==> src/rtl/sched_pkg.sv <==
// Shared state encoding, default widths and sizing helpers for the job scheduler.
package sched_pkg;

  typedef enum logic [2:0] {
    ST_IDLE  = 3'd0,
    ST_LOAD  = 3'd1,
    ST_START = 3'd2,
    ST_WAIT  = 3'd3,
    ST_RESP  = 3'd4
  } state_t;

  localparam int DEF_DW      = 16;
  localparam int DEF_KW      = 8;
  localparam int DEF_TIMEOUT = 63;

  // Counter width able to hold the timeout value itself.
  function automatic int tcnt_width(input int timeout);
    return $clog2(timeout + 1);
  endfunction

  // Index width for n requesters; a single requester still needs one bit.
  function automatic int idx_width(input int n);
    return (n > 1) ? $clog2(n) : 1;
  endfunction

endpackage

==> src/rtl/core_job_scheduler_rr_arbiter.sv <==
// Combinational round-robin arbiter: first set request at or after ptr, with wrap.
module rr_arbiter import sched_pkg::*; #(
  parameter int N_REQ = 4,
  parameter int PW    = idx_width(N_REQ)
) (
  input  logic [N_REQ-1:0] req,
  input  logic [PW-1:0]    ptr,
  output logic [N_REQ-1:0] grant,
  output logic             valid,
  output logic [PW-1:0]    idx
);

  logic hit_s;
  int   pos_s;

  // Scan offsets from farthest to nearest so the nearest hit after ptr wins.
  always_comb begin
    grant = '0;
    valid = 1'b0;
    idx   = '0;
    hit_s = 1'b0;
    pos_s = 0;
    for (int k = N_REQ - 1; k >= 0; k--) begin
      pos_s = (int'(ptr) + k) % N_REQ;
      hit_s = req[PW'(pos_s)];
      grant = hit_s ? (N_REQ'(1'b1) << PW'(pos_s)) : grant;
      valid = valid | hit_s;
      idx   = hit_s ? PW'(pos_s) : idx;
    end
  end

endmodule

==> src/rtl/core_job_scheduler.sv <==
// Shares one compute core among N_REQ requesters: round-robin pick, operand
// latch, clear/start/wait sequencing with timeout, and a one-cycle done pulse.
module core_job_scheduler import sched_pkg::*; #(
  parameter int N_REQ   = 4,
  parameter int DW      = DEF_DW,
  parameter int KW      = DEF_KW,
  parameter int TIMEOUT = DEF_TIMEOUT
) (
  input  logic                clk,
  input  logic                rst,
  input  logic [N_REQ-1:0]    req,
  input  logic [N_REQ*DW-1:0] a_in,
  input  logic [N_REQ*DW-1:0] b_in,
  input  logic [N_REQ*DW-1:0] c_in,
  input  logic [N_REQ*KW-1:0] k_in,
  output logic [N_REQ-1:0]    gnt,
  output logic [N_REQ-1:0]    done,
  output logic [DW-1:0]       result_out,
  output logic                err,
  output logic                busy,
  output logic [DW-1:0]       core_a,
  output logic [DW-1:0]       core_b,
  output logic [DW-1:0]       core_c,
  output logic [KW-1:0]       core_k,
  output logic                core_inicio,
  output logic                core_rst,
  input  logic                core_pronto,
  input  logic [DW-1:0]       core_resultado
);

  localparam int PW = idx_width(N_REQ);
  localparam int TW = tcnt_width(TIMEOUT);
  localparam logic [TW-1:0] TIMEOUT_C = TW'(TIMEOUT);

  state_t           state_r, state_s;
  logic [PW-1:0]    ptr_r, win_r, arb_idx_s;
  logic [N_REQ-1:0] arb_gnt_s;
  logic             arb_valid_s;
  logic [TW-1:0]    cnt_r;
  logic [DW-1:0]    sel_a_s, sel_b_s, sel_c_s;
  logic [KW-1:0]    sel_k_s;

  rr_arbiter #(.N_REQ(N_REQ), .PW(PW)) u_arb (
    .req   (req),
    .ptr   (ptr_r),
    .grant (arb_gnt_s),
    .valid (arb_valid_s),
    .idx   (arb_idx_s)
  );

  // Next-state logic; pronto is checked before the timeout so it wins a tie.
  always_comb begin
    state_s = state_r;
    case (state_r)
      ST_IDLE:  if (arb_valid_s) state_s = ST_LOAD; else state_s = ST_IDLE;
      ST_LOAD:  state_s = ST_START;
      ST_START: state_s = ST_WAIT;
      ST_WAIT:  if (core_pronto || (cnt_r == TIMEOUT_C)) state_s = ST_RESP;
                else state_s = ST_WAIT;
      ST_RESP:  state_s = ST_IDLE;
      default:  state_s = ST_IDLE;
    endcase
  end

  // Operand mux selecting the arbitration winner's slot.
  always_comb begin
    sel_a_s = '0;
    sel_b_s = '0;
    sel_c_s = '0;
    sel_k_s = '0;
    for (int i = 0; i < N_REQ; i++) begin
      sel_a_s = (arb_idx_s == PW'(i)) ? a_in[i*DW +: DW] : sel_a_s;
      sel_b_s = (arb_idx_s == PW'(i)) ? b_in[i*DW +: DW] : sel_b_s;
      sel_c_s = (arb_idx_s == PW'(i)) ? c_in[i*DW +: DW] : sel_c_s;
      sel_k_s = (arb_idx_s == PW'(i)) ? k_in[i*KW +: KW] : sel_k_s;
    end
  end

  // State register.
  always_ff @(posedge clk or posedge rst) begin
    if (rst) state_r <= ST_IDLE;
    else     state_r <= state_s;
  end

  // Winner index, round-robin pointer (advanced as RESP exits) and WAIT counter.
  always_ff @(posedge clk or posedge rst) begin
    if (rst) begin
      ptr_r <= '0;
      win_r <= '0;
      cnt_r <= '0;
    end else begin
      if (state_s == ST_LOAD) win_r <= arb_idx_s;
      if (state_r == ST_RESP) ptr_r <= PW'((int'(win_r) + 1) % N_REQ);
      if (state_s == ST_LOAD) cnt_r <= '0;
      else if ((state_r == ST_WAIT) && (state_s == ST_WAIT)) cnt_r <= cnt_r + TW'(1);
    end
  end

  // Control outputs registered against the state being entered.
  always_ff @(posedge clk or posedge rst) begin
    if (rst) begin
      busy        <= 1'b0;
      core_rst    <= 1'b0;
      core_inicio <= 1'b0;
      gnt         <= '0;
      done        <= '0;
      err         <= 1'b0;
    end else begin
      busy        <= (state_s != ST_IDLE);
      core_rst    <= (state_s == ST_LOAD) || (state_s == ST_RESP);
      core_inicio <= (state_s == ST_START) || (state_s == ST_WAIT);
      if (state_s == ST_LOAD)      gnt <= arb_gnt_s;
      else if (state_s == ST_IDLE) gnt <= '0;
      done        <= (state_s == ST_RESP) ? gnt : '0;
      err         <= (state_s == ST_RESP) && !core_pronto;
    end
  end

  // Operand latch on entry to LOAD; result capture (zero on timeout) on entry to RESP.
  always_ff @(posedge clk or posedge rst) begin
    if (rst) begin
      core_a     <= '0;
      core_b     <= '0;
      core_c     <= '0;
      core_k     <= '0;
      result_out <= '0;
    end else begin
      if (state_s == ST_LOAD) begin
        core_a <= sel_a_s;
        core_b <= sel_b_s;
        core_c <= sel_c_s;
        core_k <= sel_k_s;
      end
      if (state_s == ST_RESP) result_out <= core_pronto ? core_resultado : '0;
    end
  end

endmodule

==> config.mk <==
export PLATFORM = sky130hd
export DESIGN_NAME = core_job_scheduler
export DESIGN_NICKNAME = d
export VERILOG_FILES = /design/src/rtl/sched_pkg.sv /design/src/rtl/core_job_scheduler_rr_arbiter.sv /design/src/rtl/core_job_scheduler.sv
export SDC_FILE = /design/constraint.sdc
export NUM_CORES = 1
export LEC_CHECK = 0
export CORE_MARGIN = 1.5
export CORE_UTILIZATION = 35
export DETAILED_ROUTE_END_ITERATION = 8
export PLACE_DENSITY_LB_ADDON = 0.25
export SYNTH_ARGS = -nofsm -noshare
export SYNTH_HDL_FRONTEND = slang
export SYNTH_SLANG_ARGS = --single-unit
==> constraint.sdc <==
create_clock -name clk -period 3.4 [get_ports clk]
set_input_delay 0.51 -clock clk [delete_from_list [all_inputs] [get_ports clk]]
set_output_delay 0.51 -clock clk [all_outputs]
set_load 0.005 [all_outputs]
==> flow_metrics.tcl, run 1 <==
set metrics [dict create \
    cts_buffers 9 \
    clk_path_buf_depth 2 \
    crit_type "register to register" \
    vias_per_cell 6.06 \
    gp_congestion 0.857 \
    hold_start "result_out[5]" \
    hold_viol_final 0 \
    power_per_cell_area_nw_per_um2 860 \
    p_int_mw 5.27 \
    grt_overflow 0 \
    synthesis.area_sq_um 8570 \
    ir_drop_v 0.000665 \
    worst_hold_path_type "register to register" \
    setup-violations-final 0 \
    skew_ns 0.0162 \
    core_area_sq_um 24200 \
    worst_setup_path_start_kind "register" \
    cts_tree "yes" \
    die-area_sq_um 25400 \
    wl_per_cell_microns 20.2 \
    p_leak_nw 5.11 \
    avgSynthCellArea_sq_um 7.26 \
    ys_seq_area_share_pct 28.3 \
    postCtsSetupBuffers 0 \
    synth_cells 1181 \
    worstPathRequired_ns 3.63 \
    synthTopCellsByCount "nand2_1, a22oi_1, a311oi_1, nor3_1, dfrtp_1" \
    combPwrFrac_pct 71.1 \
    p_seq_share_pct 18.6 \
    die_x_microns 160 \
    max_freq_ghz 0.337 \
    arrival_ns 3.20 \
    grt_usage_pct 26.8 \
    final_layout_size_suffix_gt1_share_pct 4.87 \
    max-slew-margin-rel_pct 26.0 \
    ys.warnings.count 0 \
    hold_depth 2 \
    root_buffer "clkbuf_16" \
    grt_start_max_net_pins 94 \
    pre_cts_ws_ns 0.286 \
    syn_to_final_growth_pct 43.4 \
    cts.repair.resized 0 \
    ant_nets 0 \
    seqCellArea_sq_um 2430 \
    synth.top_cell.area_share_pct 28.3 \
    r2r_cells 8 \
    ys_seq_elements 97 \
    via_count 10600 \
    synthArstFlopShare_pct 100 \
    synth-edff-count 0 \
    drt_first_iter_violations 1158 \
    dr.pass1.iters 6 \
    critPathLaunch "ptr_r[1]" \
    cts_sinks 97 \
    dp_hpwl_mm 22.4 \
    port-buffer-count 330 \
    fin_ws_ns 0.430 \
    critPathCaptureType "register" \
    grt_pass1_vias 9775 \
    cp_max_fo 62 \
    yosys-top-cells-area "dfrtp_1, nand2_1, a311oi_1, a22oi_1, nor3_1" \
    worstSkewPairLatency_ns 0.36 \
    antenna_found_initial 3 \
    min_period_ns 2.97 \
    synth_most_common_cell "nand2_1" \
    syn_nets 1437 \
    maxCapViolCount 0 \
    synthFlopType "dfrtp_1" \
    hold_buffers 0 \
    timing.rr.start "ptr_r[1]" \
    die_h_microns 160 \
    synthDistinctLibCells 45 \
    swShare_pct 50.2 \
    status "completed" \
    cts.clk_slew.worst_paths_ns 0.08 \
    rsz0062_at_grt "false" \
    wirelength_mm 35.3 \
    fin_setup_tns_ns 0 \
    yosys.area.top_type "dfrtp_1" \
    p_sw_mw 5.31 \
    nFillCells 2305 \
    clkPwrFrac_pct 10.3 \
    rows 57 \
    final_nets 1668 \
    pin_count 331 \
    drc 0 \
    grt_pass1_wl_mm 55.4 \
    multi_input_area_sq_um 5380 \
    finalCritPeriodShare_pct 87.4 \
    cts_htree_levels 3 \
    start_util_pct 35.5 \
    drv_slew 0 \
    worst_pin_slew_ns 1.11 \
]
[cell usage in the layout (no fill, tap or decap), types with 3 or more instances in the layout]
cell / Yosys / final
inv_1: 4 / 3
a311oi_1: 112 / 112
a221oi_1: 4 / 4
mux4_2: 3 / 3
o21bai_1: 5 / 4
o221ai_1: 56 / 56
dfrtp_1: 97 / 96
o21ai_0: 7 / 7
clkbuf_16: 0 / 9
a22oi_1: 112 / 112
nor3_1: 112 / 112
nand2_1: 436 / 435
buf_12: 0 / 15
nand3_1: 17 / 17
xor2_1: 5 / 5
a21oi_1: 8 / 8
clkinv_8: 0 / 3
clkdlybuf4s50_1: 0 / 330
buf_4: 4 / 18
and2_1: 6 / 6
ha_1: 9 / 9
nor2_1: 14 / 13
a32oi_1: 4 / 4
[worst max-delay path, cell delays in order (launching register included)]
cell and delay, ns:
dfrtp_1 0.46, inv_1 0.22, ha_1 0.48, mux4_2 0.43, nor2b_4 0.28, buf_12 0.32
nor3_1 0.09, a311oi_1 0.37, o221ai_1 0.16
[cell type report]
class                           instances  share of cell area [%]
Antenna cell                            2                  0.0407
Clock buffer                            9                    1.83
Clock inverter                          7                   0.702
Inverter                                5                   0.193
Multi-Input combinational cell        936                    43.8
Sequential cell                        97                    19.8
Tap cell                              324                    3.30
Timing Repair Buffer                  363                    30.4
[kinds of logic (layout without fill, tap and decap cells)]
group | Yosys count | in the layout | synth area share (%)
xor gates and xnor gates | 6 | 6 | 0.613
DFF | 97 | 97 | 28.3
adders and majority gates | 9 | 9 | 1.31
other | 0 | 2 | 0
and+or+nand+nor | 598 | 598 | 28.8
buffers and inverters | 148 | 384 | 9.46
muxes | 10 | 10 | 1.85
AOI/OAI and AO/OA | 313 | 313 | 29.6
[registers in the layout, summed over array words and instances, names as in the netlist, 2 cells and up]
name,cells
core_a,16
core_b,16
core_c,16
result_out,16
core_k,8
cnt_r,6
done,4
gnt,4
state_r,3
ptr_r,2
win_r,2
[final timing paths]
| path | slack (ns) | end |
|---|---|---|
| max | 0.43 | core_k[2] |
| min | 0.47 | result_out[5] |
| max reg2reg | 0.43 | core_k[2] |
| min reg2reg | 0.47 | result_out[5] |
| max in group asynchronous | 2.14 | core_b[7] |
| min in group asynchronous | 0.57 | result_out[5] |
[routing by layer]
layer,share of wire (%),GRT usage (%),up-vias
li1,-,-,4851
met2,45,41.5,592
met3,8.1,3.75,67
met4,3.1,10.0,2
met1,43,37.8,5044
met5,0.037,0,-
[power groups by stage]
stage / clock [mW] / sequential, mW / combinational [mW]
finish: 1.09 / 1.97 / 7.52
global route: 1.15 / 2.04 / 8.15
CTS: 1.11 / 1.97 / 7.48
detailed placement: 0 / 1.97 / 7.47
global placement: 0 / 1.98 / 7.36
floorplan: 0 / 1.93 / 4.97
[through the flow]
stage | area (sq um) | hold WS [ns] | utilization (%) | instances | power (mW)
6_report | 12300 | 0.468 | 50.9 | 1743 | 10.6
4_1_cts | 12300 | 0.474 | 50.8 | 1741 | 10.6
5_1_grt | 12300 | 0.496 | 50.9 | 1742 | 11.3
3_3_place_gp | 12000 | 0.448 | 49.6 | 1725 | 9.35
3_5_place_dp | 12000 | 0.456 | 49.6 | 1725 | 9.44
2_1_floorplan | 8570 | 0.458 | - | 1181 | 6.91
Note: power is estimated with default switching activity, not from simulation.
==> run 2: changes to the inputs <==
--- a/config.mk
+++ b/config.mk
@@ -8,7 +8,8 @@
 export CORE_MARGIN = 1.5
 export CORE_UTILIZATION = 35
 export DETAILED_ROUTE_END_ITERATION = 8
-export PLACE_DENSITY_LB_ADDON = 0.25
+export PLACE_DENSITY = 0.76
 export SYNTH_ARGS = -nofsm -noshare
 export SYNTH_HDL_FRONTEND = slang
+export SYNTH_HIERARCHICAL = 1
 export SYNTH_SLANG_ARGS = --single-unit
==> run 2 against run 1 <==
Clock power down 6%. Worst hold slack better by 0.0065 ns. Non-clock buffer count down 20. Highest routed layer is now met4. Critical path type unchanged. Synthesized cell count down 55%. Area after synthesis down 33%. Critical path depth up 2. Design area down 22%.
==> flow_metrics.tcl, run 2 <==
set metrics [dict create \
    finalCritPeriodShare_pct 86.0 \
    critPathLaunch "ptr_r[0]" \
    synthArstFlopShare_pct 100 \
    grt_usage_pct 22.7 \
    hold_viol_final 0 \
    via_count 5428 \
    fin_setup_tns_ns 0 \
    r2r_slack_ns 0.48 \
    final_layout_size_suffix_gt1_share_pct 11.7 \
    cts.repair.resized 0 \
    wirelength_mm 19.2 \
    cts_htree_levels 3 \
    synthesis.area_sq_um 5770 \
    synth.top_cell.area_share_pct 42.1 \
    hold_end "core_c[1]" \
    antenna_found_initial 1 \
    skew_ns 0.00597 \
    setup-violations-final 0 \
    dpl_cell_area_sq_um 9250 \
    gp_congestion 0.872 \
    worstPathRequired_ns 3.63 \
    vias_per_cell 5.06 \
    drt_first_iter_violations 286 \
    root_buffer "clkbuf_16" \
    yosys.area.top_type "dfrtp_1" \
    synthFlopType "dfrtp_1" \
    cts_buffers 9 \
    ir_drop_v 0.000382 \
    hold_start "core_c[1]" \
    worst_setup_path_start_kind "register" \
    critPathCaptureType "register" \
    ys.warnings.count 6 \
    grt_pass1_wl_mm 30.3 \
    dp_hpwl_mm 15.2 \
    cts.clk_slew.worst_paths_ns 0.07 \
    ant_nets 0 \
    die_h_microns 131 \
    core_area_sq_um 16000 \
    drc 0 \
    stdcell_count 1073 \
    synth-edff-count 0 \
    crit_type "register to register" \
    max_freq_ghz 0.342 \
    start_util_pct 36.0 \
    yosys-top-cells-area "dfrtp_1, mux4_2, nand2_1, a22oi_1, buf_6" \
    cts_tree "yes" \
    nFillCells 1407 \
    grt_start_max_net_pins 64 \
    mostFrequentLayoutCells "clkdlybuf4s50_1, nand2_1, dfrtp_1" \
    max-slew-margin-rel_pct 41.9 \
    timing.rr.start "ptr_r[0]" \
    wl_per_cell_microns 17.9 \
    ys_seq_elements 97 \
    cp_max_fo 27 \
    worstSkewPairLatency_ns 0.34 \
    cts_sinks 97 \
    p_leak_nw 4.08 \
    synthDistinctLibCells 52 \
    maxCapViolCount 0 \
    dr.pass1.iters 7 \
    synth_cells 535 \
    grt_pass1_vias 5656 \
    hold_depth 2 \
    port-buffer-count 330 \
    layout_commonest_cell "clkdlybuf4s50_1" \
    syn_nets 791 \
    pin_count 331 \
    drv_slew 0 \
    rsz0062_at_grt "false" \
    status "completed" \
    die_x_microns 131 \
    hold_buffers 0 \
    grt_overflow 0 \
    arrival_ns 3.15 \
    worst_pin_slew_ns 0.871 \
    ys_seq_area_share_pct 42.1 \
    placed_cells 1056 \
    rows 46 \
    worst_hold_path_type "register to register" \
    syn_to_final_growth_pct 65.6 \
    final_nets 1107 \
    avgSynthCellArea_sq_um 10.8 \
    clk_path_buf_depth 2 \
    postCtsSetupBuffers 0 \
    fin_area_sq_um 9550 \
    min_period_ns 2.92 \
    synth_most_common_cell "nand2_1" \
    power_per_cell_area_nw_per_um2 764 \
    die-area_sq_um 17300 \
    r2r-end "core_b[10]" \
    r2r_cells 10 \
    synthTopCellsByCount "nand2_1, dfrtp_1, mux4_2, o21ai_0" \
]
-- run 2: metrics by stage --
stage | power [mW] | util [%] | hold slack [ns] | setup WS (ns)
after global routing | 7.86 | 59.7 | 0.494 | 0.258
after detailed placement | 6.35 | 57.8 | 0.462 | 0.158
after CTS | 7.40 | 59.7 | 0.479 | 0.470
after floorplan | 4.59 | - | 0.461 | 0.356
after global placement | 6.24 | 57.8 | 0.456 | 0.190
final | 7.29 | 59.7 | 0.474 | 0.475
-- run 2: routing by layer --
layer | global-route usage (%) | share of wire [%] | vias to the layer above
li1 | - | - | 2542
met1 | 27.2 | 39 | 2601
met2 | 38.4 | 50 | 239
met3 | 5.05 | 6.8 | 46
met4 | 11.5 | 4.2 | 0
met5 | 0 | 0 | -
-- run 2: power breakdown --
part / leakage, nW / internal [mW] / switching [mW]
registers: 1.18 / 1.67 / 0.350
logic: 2.75 / 2.40 / 1.85
clock network: 0.142 / 0.588 / 0.435
-- run 2: cell type report --
class,instances,area [sq um],share of cell area [%]
diodes,1,2.50,0.0262
well taps,216,270,2.83
clock inverters,5,55.1,0.577
repair buffers,343,3450,36.1
clock buffers,11,243,2.54
flip-flops and latches,97,2430,25.4
multi-input cells,380,3020,31.7
inverters,20,77.6,0.812
-- run 2: worst max-delay path by stage --
stage | endpoint | slack [ns] | cells past startpoint
after detailed placement | core_b[8] | 0.16 | 8
after global placement | core_b[8] | 0.19 | 8
after floorplan | busy | 0.36 | 1
final | core_b[10] | 0.48 | 10
after global routing | core_b[10] | 0.26 | 10
after CTS | core_b[8] | 0.47 | 9
-- run 2: cell families (layout without fill, tap and decap cells) --
family / after synthesis / in the layout / share of synthesized area (%)
DFF: 97 / 97 / 42.1
adders and majority gates: 9 / 9 / 1.95
xor gates and xnor gates: 1 / 1 / 0.152
buffers and inverters: 58 / 379 / 5.77
and+or+nand+nor: 231 / 231 / 17.6
other: 0 / 1 / 0
AOI/OAI and AO/OA: 74 / 74 / 8.22
muxes: 65 / 65 / 24.3
-- run 2: critical path, cell delays in order, from the launching register on --
cell      delay [ns]
dfrtp_1         0.35
inv_1           0.12
ha_1            0.50
nor2_1          0.10
o21ai_0         0.19
o221ai_1        0.17
nor3_2          0.35
buf_12          0.28
mux4_2          0.57
nand2_1         0.09
nand2_1         0.05
==> run 3: changes to the inputs <==
--- a/config.mk
+++ b/config.mk
@@ -5,7 +5,7 @@
 export SDC_FILE = /design/constraint.sdc
 export NUM_CORES = 1
 export LEC_CHECK = 0
-export CORE_MARGIN = 1.5
+export CAP_MARGIN = 20
 export CORE_UTILIZATION = 35
 export DETAILED_ROUTE_END_ITERATION = 8
 export PLACE_DENSITY = 0.76
==> run 3 against run 2 <==
Total power up 2.3%. Sequential cell count unchanged. Sequential share of layout area down 0.12 points. Critical path depth down 1. Sequential power about the same. Routed wire length up 0.16%. Core utilization up 0.28 points. Clock-buffer cell count unchanged. Setup slack better by 0.074 ns. Non-clock buffer count unchanged. Global-route usage down 0.51 points. Clock power up 11%. Largest cell class unchanged. Largest power group unchanged.
==> flow_metrics.tcl, run 3 (synthesis gave the netlist of run 2 again) <==
set metrics [dict create \
    status "completed" \
    die-area_sq_um 17000 \
    critPathCaptureType "register" \
    rows 46 \
    gp_congestion 0.835 \
    final_layout_size_suffix_gt1_share_pct 11.8 \
    pin_count 331 \
    placed_cells 1056 \
    worst_pin_slew_ns 0.897 \
    worst_hold_path_type "register to register" \
    die_x_microns 130 \
    ir_drop_v 0.000342 \
    worst_setup_path_start_kind "primary input" \
    drt_first_iter_violations 376 \
    mostFrequentLayoutCells "clkdlybuf4s50_1, nand2_1, dfrtp_1" \
    crit_slowest_cell "clkdlybuf4s50_1" \
    cp_cell_sequence "clkdlybuf4s50_1, mux2_2, mux2i_4, and4_1, nor3_2, buf_12, mux4_2, nand2_1, nand2_1" \
    port-buffer-count 330 \
    worstPathRequired_ns 3.63 \
    cts.repair.resized 0 \
    drc 0 \
    clk_path_buf_depth 2 \
    finalCritPeriodShare_pct 83.8 \
    cts.clk_slew.worst_paths_ns 0.07 \
    hold_buffers 0 \
    postCtsSetupBuffers 0 \
    core_area_sq_um 16000 \
    cts_buffers 9 \
    grt_usage_pct 22.1 \
    syn_to_final_growth_pct 66.4 \
    drv_slew 0 \
    start_util_pct 36.0 \
    max_freq_ghz 0.351 \
    grt_start_max_net_pins 58 \
    min_period_ns 2.85 \
    dpl_cell_area_sq_um 9260 \
    cpMostUsedCell "nand2_1" \
    wirelength_mm 19.2 \
    skew_ns 0.00832 \
    vias_per_cell 5.02 \
    grt_pass1_wl_mm 28.2 \
    dr.pass1.iters 5 \
    stdcell_count 1073 \
    fin_area_sq_um 9590 \
    ant_nets 0 \
    root_buffer "clkbuf_16" \
    setup-violations-final 0 \
    wl_per_cell_microns 17.9 \
    p_leak_nw 4.10 \
    max_stage_delay_ns 0.62 \
    antenna_found_initial 2 \
    fin_setup_tns_ns 0 \
    final_util_pct 60.0 \
    grt_overflow 0 \
    rsz0062_at_grt "false" \
    die_h_microns 130 \
    dp_hpwl_mm 15.1 \
    power_mw 7.47 \
    hold_viol_final 0 \
    cts_sinks 97 \
    cts_tree "yes" \
    cp_max_fo 32 \
    cts_htree_levels 3 \
    via_count 5390 \
    arrival_ns 3.08 \
    power_per_cell_area_nw_per_um2 778 \
    max-slew-margin-rel_pct 40.2 \
    worstSkewPairLatency_ns 0.34 \
    final_nets 1107 \
    crit_type "primary input to register" \
    layout_commonest_cell "clkdlybuf4s50_1" \
    grt_pass1_vias 5207 \
    maxCapViolCount 0 \
]
## run 3: cell count changes in the layout (fill, tap and decap cells not counted)
cell and delta:
bufinv_16 +1, buf_4 -1, buf_12 +1, clkbuf_1 -1
clkbuf_8 +1, clkinvlp_4 -1
## run 3: area by class of cell
cell class	count	area, sq um
clock inverters	5	77.6
clock buffers	11	253
well taps	216	270
inverters	20	77.6
fillers	1385	6410
flip-flops and latches	97	2430
diodes	1	2.50
repair buffers	343	3460
multi-input cells	380	3020
## run 3: layer usage
layer,vias up,wire [microns],global-route usage (%)
met5,-,13,0
met4,2,491,8.38
met3,29,1520,4.76
met2,240,9540,36.4
met1,2576,7640,28.7
li1,2543,-,-
## run 3: power breakdown
part           switching, mW  internal [mW]  leakage [nW]
Combinational           1.89           2.45          2.75
Clock                  0.442          0.683         0.162
Sequential             0.340           1.66          1.18
## run 3: final timing paths
kind                           start          to  slack (ns)  cells after the start
min in group asynchronous        rst   core_a[7]        0.61                      2
max reg2reg                 ptr_r[0]  core_b[10]        0.56                      9
max                           req[3]  core_b[10]        0.55                      9
max in group asynchronous        rst     done[3]        2.09                      3
min reg2reg                core_c[8]   core_c[8]        0.47                      2
min                        core_c[8]   core_c[8]        0.47                      2
## run 3: critical path: cells and delay by family
kind | cells | cell delay [ns]
simple gates | 4 | 0.66
buf+inv | 2 | 0.92
mux | 3 | 0.96
## run 3: stage by stage
stage               setup WS [ns]  hold WS [ns]
global route                0.376         0.494
finish                      0.550         0.472
floorplan                   0.356         0.461
detailed placement          0.179         0.461
global placement            0.211         0.457
CTS                         0.543         0.477
==> RTL change: new RTL, settings of run 3 <==
Set the package constant `DEF_DW` to 18 (it was 16).
--- a/src/rtl/sched_pkg.sv
+++ b/src/rtl/sched_pkg.sv
@@ -10,5 +10,5 @@
   } state_t;
 
-  localparam int DEF_DW      = 16;
+  localparam int DEF_DW      = 18;
   localparam int DEF_KW      = 8;
   localparam int DEF_TIMEOUT = 63;
Interface: changed (8 resized); port bits go from 331 to 365. No check against the original RTL was run, so the function may have changed too.
==> RTL change against run 3 <==
- fmax is 3.4% lower
- sequential cell count is 8 higher
- critical path type is now flip-flop to flip-flop
- count of clock-buffer cells in the layout is 1 lower
- power is 2.4% higher
- synthesized cell count is 0.56% higher
- global-route usage is 0.91 points higher
- sequential share of layout area is 0.28 points higher
- first-iteration DRC count is 13% lower
- non-clock buffer count is 40 higher
- area after synthesis is 4.4% higher
- routed wire length is 5.7% higher
- cell area is 7.0% higher
- worst setup slack worse by 0.10 ns
==> RTL change: results (changes against run 3) <==
* Via count at 5563 (+3.2%)
* Seq/Total Area, Yosys at 0.436 (+0.0155)
* Place WS at 0.110 ns (-0.0689 ns)
* Synth Area in XOR/XNOR at 0.00436 (+0.00285)
* Seq pwr at 2150 µW (+7%)
* Non-CTS inverters at 5 (-75%)
* Post-Synthesis Cells at 538 (+0.56%)
* Share of layout cells above drive strength 1 at 0.127 (+0.00924)
* IO Port Bufs at 364 (+10%)
* Clock network area share at 0.0291 (-0.00531)
* Sw Ratio at 0.350 (-0.00784)
* Wire length on met3 at 1.48 mm (-2.7%)
* P_comb at 4420 µW (+2%)
* Hold EP: core_a[4]
* Ant. Diodes at 5 (+4)
* Fraction of the mapped netlist area in adder cells at 0.0187 (-0.000824)
* Final Net Count at 1175 (+6.1%)
* Compound-cell area share of the yosys netlist at 0.0628 (-0.0195)
* CP delay by family, top: buffers and inverters
* R2R setup slack at 0.45 ns (-0.11 ns)
* Multi-input gate share of total cell area at 0.308 (-0.00733)
* Tightest Pin Transition at 0.725 ns (-0.172 ns)
* Largest cells by area after synthesis: dfrtp_1 44%, mux4_2 24%, nand2_1 13%, a22o_1 2.6%, ha_1 1.9%
* Status: finished, final reports clean
* Placed cells at 1102 (+4.4%)
* Final Wtd Congestion at 0.826 (-1.1%)
* WP data arrival at 3.19 ns (+0.11 ns)
* Total track usage at 0.231 (+0.00910)
* CLK BUF at 10 (-1)
* Setup Skew at 0.00784 ns (-0.000476 ns)
* DP HPWL at 16.0 mm (+6.1%)
* Most frequent cells after synthesis: 202 x nand2_1, 105 x dfrtp_1, 64 x mux4_2
* Share of cell area taken by flip-flops and latches at 0.256 (+0.00285)
* Drt pass-1 iters at 4 (-1)
* Iter 0 DRT Violations at 327 (-13%)
* Number of global-route vias before repair at 5694 (+9.4%)
* CP Max Fanout at 23 (-28%)
* Flops & latches, synth at 105 (+8.2%)
* Placed Area at 9960 µm² (+7.5%)
* Signal buffers at 383 (+12%)
* VDD IR-drop max at 0.000288 V (-16%)
## RTL change: cell types whose count changed in the layout (fill, tap and decap cells not counted), sizes merged, moves of 8 or more
cell	run 3	this run
clkdlybuf4s50	330	364
nand2	183	203
a22o	0	18
a22oi	20	4
o21ai	26	10
inv	20	5
dfrtp	97	105
## RTL change: worst max-delay path by stage
stage,from,to,slack [ns],cells after the start
floorplan,rst,busy,0.13,1
global placement,req[3],core_c[6],0.17,10
detailed placement,req[3],core_b[13],0.11,10
CTS,ptr_r[0],core_b[13],0.45,10
global route,ptr_r[0],core_b[4],0.28,11
finish,ptr_r[0],core_b[5],0.45,10
## RTL change: cell families after synthesis
logic type,after synthesis
muxes,70
buffers and inverters,44
xor gates and xnor gates,3
AOI/OAI and AO/OA,53
adders and majority gates,9
DFF,105
and+or+nand+nor,254
## RTL change: metal layers
layer / up-vias / global-route usage
met4: 0 / 0.102
li1: 2624 / -
met2: 236 / 0.405
met3: 38 / 0.0548
met1: 2665 / 0.268
met5: - / 0
